$ cat config.mk
export PLATFORM = sky130hd
export DESIGN_NAME = dac_req_arbiter
export DESIGN_NICKNAME = d
export VERILOG_FILES = /design/src/rtl/dac_req_arbiter.sv
export SDC_FILE = /design/constraint.sdc
export NUM_CORES = 1
export LEC_CHECK = 0
export ABC_AREA = 0
export CORE_MARGIN = 1.5
export CORE_UTILIZATION = 46
export CTS_CLUSTER_SIZE = 10
export DETAILED_ROUTE_END_ITERATION = 10
export HOLD_SLACK_MARGIN = 0.06
export PLACE_DENSITY = 0.88
export SLEW_MARGIN = 10
export SYNTH_ARGS = -nofsm -noshare
export SYNTH_HDL_FRONTEND = slang
export SYNTH_SLANG_ARGS = --single-unit
$ cat constraint.sdc
create_clock -name clk100mhz -period 2.07 [get_ports clk100mhz]
set_clock_uncertainty 0.15 [all_clocks]
set_input_delay 0.207 -clock clk100mhz [delete_from_list [all_inputs] [get_ports clk100mhz]]
set_output_delay 0.207 -clock clk100mhz [all_outputs]
set_load 0.02 [all_outputs]
$ cat src/rtl/dac_req_arbiter.sv
// Round-robin arbiter that hands one requester's sample at a time to a shared SPI DAC engine.
// Each grant runs LOAD -> WAIT (synchronised done edge or timeout) -> RELEASE before rearbitrating.
module dac_req_arbiter #(
  parameter int unsigned NREQ    = 4,
  parameter int unsigned DW      = 12,
  parameter int unsigned TIMEOUT = 16384,
  parameter int unsigned REL_CYC = 4
) (
  input  logic                    clk100mhz,
  input  logic                    rst_n,
  input  logic [NREQ-1:0]         req,
  input  logic [NREQ*DW-1:0]      req_data,
  output logic [NREQ-1:0]         ack,
  output logic [$clog2(NREQ)-1:0] grant_id,
  output logic                    busy,
  output logic                    err_timeout,
  output logic                    st_wrt,
  output logic [DW-1:0]           data_in,
  input  logic                    done
);

  localparam int unsigned IW = $clog2(NREQ);
  localparam int unsigned CW = (TIMEOUT > 1) ? $clog2(TIMEOUT) : 1;
  localparam int unsigned RW = (REL_CYC > 1) ? $clog2(REL_CYC) : 1;

  typedef enum logic [1:0] {IDLE, LOAD, WAIT, RELEASE} state_t;

  state_t          state, state_n;
  logic [IW-1:0]   ptr, ptr_n;
  logic [IW-1:0]   gid_n;
  logic [DW-1:0]   data_n;
  logic [NREQ-1:0] ack_n;
  logic            st_n, err_n;
  logic [CW-1:0]   cnt, cnt_n;
  logic [RW-1:0]   rel, rel_n;
  logic            done_s1, done_s2, done_s3;
  logic            done_rise;
  logic [IW-1:0]   pick, cand;
  logic            found;

  // done crosses from the engine domain; edge taken on the synchronised copy
  always_ff @(posedge clk100mhz or negedge rst_n) begin
    if (!rst_n) begin
      done_s1 <= 1'b0;
      done_s2 <= 1'b0;
      done_s3 <= 1'b0;
    end else begin
      done_s1 <= done;
      done_s2 <= done_s1;
      done_s3 <= done_s2;
    end
  end

  assign done_rise = done_s2 & ~done_s3;

  // First requesting index at or above the pointer, wrapping modulo NREQ
  always_comb begin
    pick  = ptr;
    cand  = ptr;
    found = 1'b0;
    for (int unsigned k = 0; k < NREQ; k++) begin
      cand = ptr + IW'(k);
      if (!found && req[cand]) begin
        pick  = cand;
        found = 1'b1;
      end
    end
  end

  always_ff @(posedge clk100mhz or negedge rst_n) begin
    if (!rst_n) begin
      state       <= IDLE;
      ptr         <= '0;
      grant_id    <= '0;
      data_in     <= '0;
      ack         <= '0;
      st_wrt      <= 1'b0;
      err_timeout <= 1'b0;
      busy        <= 1'b0;
      cnt         <= '0;
      rel         <= '0;
    end else begin
      state       <= state_n;
      ptr         <= ptr_n;
      grant_id    <= gid_n;
      data_in     <= data_n;
      ack         <= ack_n;
      st_wrt      <= st_n;
      err_timeout <= err_n;
      busy        <= (state_n != IDLE);
      cnt         <= cnt_n;
      rel         <= rel_n;
    end
  end

  always_comb begin
    state_n = state;
    ptr_n   = ptr;
    gid_n   = grant_id;
    data_n  = data_in;
    ack_n   = '0;
    st_n    = st_wrt;
    err_n   = err_timeout;
    cnt_n   = cnt;
    rel_n   = rel;
    unique case (state)
      IDLE: begin
        st_n = 1'b0;
        if (found) begin
          gid_n   = pick;
          data_n  = req_data[32'(pick)*DW +: DW];
          state_n = LOAD;
        end
      end
      LOAD: begin
        st_n    = 1'b1;
        cnt_n   = '0;
        state_n = WAIT;
      end
      WAIT: begin
        // completion takes priority over a timeout landing on the same cycle
        if (done_rise) begin
          ack_n[grant_id] = 1'b1;
          st_n            = 1'b0;
          ptr_n           = grant_id + IW'(1);
          rel_n           = '0;
          state_n         = RELEASE;
        end else if (cnt == CW'(TIMEOUT - 1)) begin
          err_n   = 1'b1;
          st_n    = 1'b0;
          ptr_n   = grant_id + IW'(1);
          rel_n   = '0;
          state_n = RELEASE;
        end else begin
          cnt_n = cnt + CW'(1);
        end
      end
      RELEASE: begin
        st_n = 1'b0;
        if (rel == RW'(REL_CYC - 1)) state_n = IDLE;
        else                         rel_n   = rel + RW'(1);
      end
      default: state_n = IDLE;
    endcase
  end

endmodule

==> out/results.ini <==
[run_status]
status = finished clean

[setup_path]
critPathLaunchType = flip-flop
cp_num_buf_inv = 1
timing.rr.start = ptr[0]
path_depth = 6
path_cells = nor2b_1 -> or4_4 -> nand2_4 -> buf_12 -> mux2i_1 -> o221ai_2
r2r_end = data_in[11]
cp_slowest_cell = or4_4
path_max_fanout = 14
crit_arrival_ns = 2.07
path_class = flip-flop to flip-flop
crit_family = simple AND/OR/NAND/NOR gates
r2r_slack_ns = 0.02
reg2reg_depth = 6
cp_slowest_stage_delay_ns = 0.54
end_kind = flip-flop
critPathRequiredTime_ns = 2.09

[cells_and_area]
final_cell_mix = clkdlybuf4s50_1, dfrtp_1, nand2_1
fin_cells = 395
mostFrequentLayoutCell = clkdlybuf4s50_1
area_delta_synth_final_pct = 48.0
utilization_pct = 70.0
drive_gt1_share_pct = 17.5
nNetsFinal = 385
final_area_um2 = 3550
num_antenna_cells = 0

[grt]
grt_pass1_wl_um = 9610
grt.total_usage_pct = 22.6
grt_pass1_vias = 2103
grt_max_degree = 21
grt_antenna_before_repair = 0
gr-total-overflow = 0

[power]
combinationalPowerShare_pct = 49.2
powerDensity_nw_per_um2 = 1130
pwr-share-seq_pct = 33.1
pwr-share-clk_pct = 17.7
internal_power_mw = 2.50
total_power_mw = 4.02
power.switching_mw = 1.52
power_switching_share_pct = 37.8
vdd_drop_max_v = 0.000719
p_leak_nw = 1.55

[cts]
clock_path_buffers = 2
cts.sinks = 44
clkSlewWorstSetupHoldPaths_ns = 0.10
clkLatencyLatePin_ns = 0.30
numCtsBuffers = 5
htreeDepth = 2
cts_tree = built
clock-root-buffer = clkbuf_8

[min_path]
worstHoldStart = done
min_to = done_s1
hold_class = input port to flip-flop
hold_depth = 1

[logic_synthesis]
ys_async_sr_fraction_pct = 100
synthAdderAreaFrac_pct = 3.13
synthSimpleGateAreaFrac_pct = 19.6
ys.warnings.count = 0
ys_seq_area_share_pct = 45.9
synth_cells = 222
syn-num-nets = 283
synthXorXnorAreaFrac_pct = 1.46
synth-edff-count = 0
syn_area_um2 = 2400
muxShareOfSynthArea_pct = 11.4
synthFlopType = dfrtp_1
ys_types = 44
synth_top_family_by_area = simple AND/OR/NAND/NOR gates
synth_compound_area_share_pct = 15.1
avgSynthCellArea_um2 = 10.8
synth-seq-cells = 44

[timing]
fin_crit_ns = 2.05
slew_headroom_pct = 67.4
finalSetupTns_ns = 0
whs_ns = 0.198
setup_violations = 0
setup_slack_ns = 0.0202
finalHoldViolCount = 0
max_slew.worst_pin.slew_ns = 0.489
fin_crit_sh_pct = 99.0
fmax_ghz = 0.488
maxSlewViolCount = 0

[die]
fp.dieH_um = 75.2
start_util_pct = 47.3
pin_count = 76
rows = 26
core_um2 = 5070
die_width_um = 75.2
die_area_um2 = 5660

[flow_run]
max-cap-violations = 0

[drt]
first_iter_violations = 98
drc = 0
antenna_left = 0
vias = 2168
routedWlPerCell_um = 16.3
drt_wl_total_um = 6430
avgViaCountPerCell = 5.49
drt_first_pass_iters = 4

[placement]
routabilityCongestion = 0.835
post-place-ws_ns = -0.276
dpl.hpwl_um = 4880
place_inst = 384
io_buffers = 75
placed_area_um2 = 3370

state kept, by name, indices dropped and copies added (netlist names):
| register | count |
|---|---|
| busy | 1 |
| ack | 4 |
| ptr | 2 |
| cnt | 14 |
| rel | 2 |
| st_wrt | 1 |
| done_s3 | 1 |
| done_s2 | 1 |
| grant_id | 2 |
| err_timeout | 1 |
| done_s1 | 1 |
| data_in | 12 |
| state | 2 |
cell usage after synthesis, types with 6 or more instances:
cell type,number,area [µm²]
and2_1,6,37.5
dfrtp_1,44,1100
ha_1,6,75.1
inv_1,7,26.3
mux2i_1,25,250
nand2_1,26,97.6
nand3_1,14,70.1
nor2_1,7,26.3
o21ai_0,9,45.0
o221ai_2,9,135
layout make-up:
cell class,count,area [µm²]
Clock inverter,2,38.8
Sequential cell,44,1100
Inverter,7,26.3
Tap cell,70,87.6
Timing Repair Buffer,101,968
Fill cell,376,1520
Clock buffer,6,82.6
Multi-Input combinational cell,165,1250
kinds of logic after synthesis:
logic type / after synthesis
buf+inv: 13
fa+ha+maj: 6
mux: 27
xor+xnor: 4
simple gates: 86
flops: 44
compound gates: 42
worst max path at each step:
| stage | startpoint | end | slack [ns] |
|---|---|---|---|
| after floorplan | ptr[1] | data_in[0] | 0.19 |
| after global placement | req[3] | data_in[4] | -0.16 |
| after detailed placement | req[3] | data_in[11] | -0.28 |
| after CTS | req[3] | data_in[11] | 0.05 |
| after global routing | req[2] | data_in[11] | -0.04 |
| final | ptr[0] | data_in[11] | 0.02 |
power by group through the flow:
stage          registers (mW)  clock network (mW)  logic [mW]
3_3_place_gp             1.33                   0        1.84
4_1_cts                  1.33               0.716        1.94
2_1_floorplan            1.51                   0       0.961
6_report                 1.33               0.711        1.98
3_5_place_dp             1.34                   0        1.94
5_1_grt                  1.37               0.745        2.15
routing by layer:
| layer | global-route usage (%) | routed length [µm] | vias up |
|---|---|---|---|
| met5 | 0 | 0 | - |
| met4 | 6.55 | 125 | 0 |
| met3 | 3.75 | 186 | 15 |
| met2 | 42.0 | 3650 | 50 |
| met1 | 26.9 | 2470 | 1076 |
| li1 | - | - | 1027 |
repair_timing:
item | in CTS | in global routing
hold buffers | 1 | 0
setup endpoints to repair | 0 | 7
endpoints found under the hold margin | 18 | 0
gates resized for setup | 0 | 6
setup buffers | 0 | 2
Note: power is estimated with default switching activity, not from simulation.
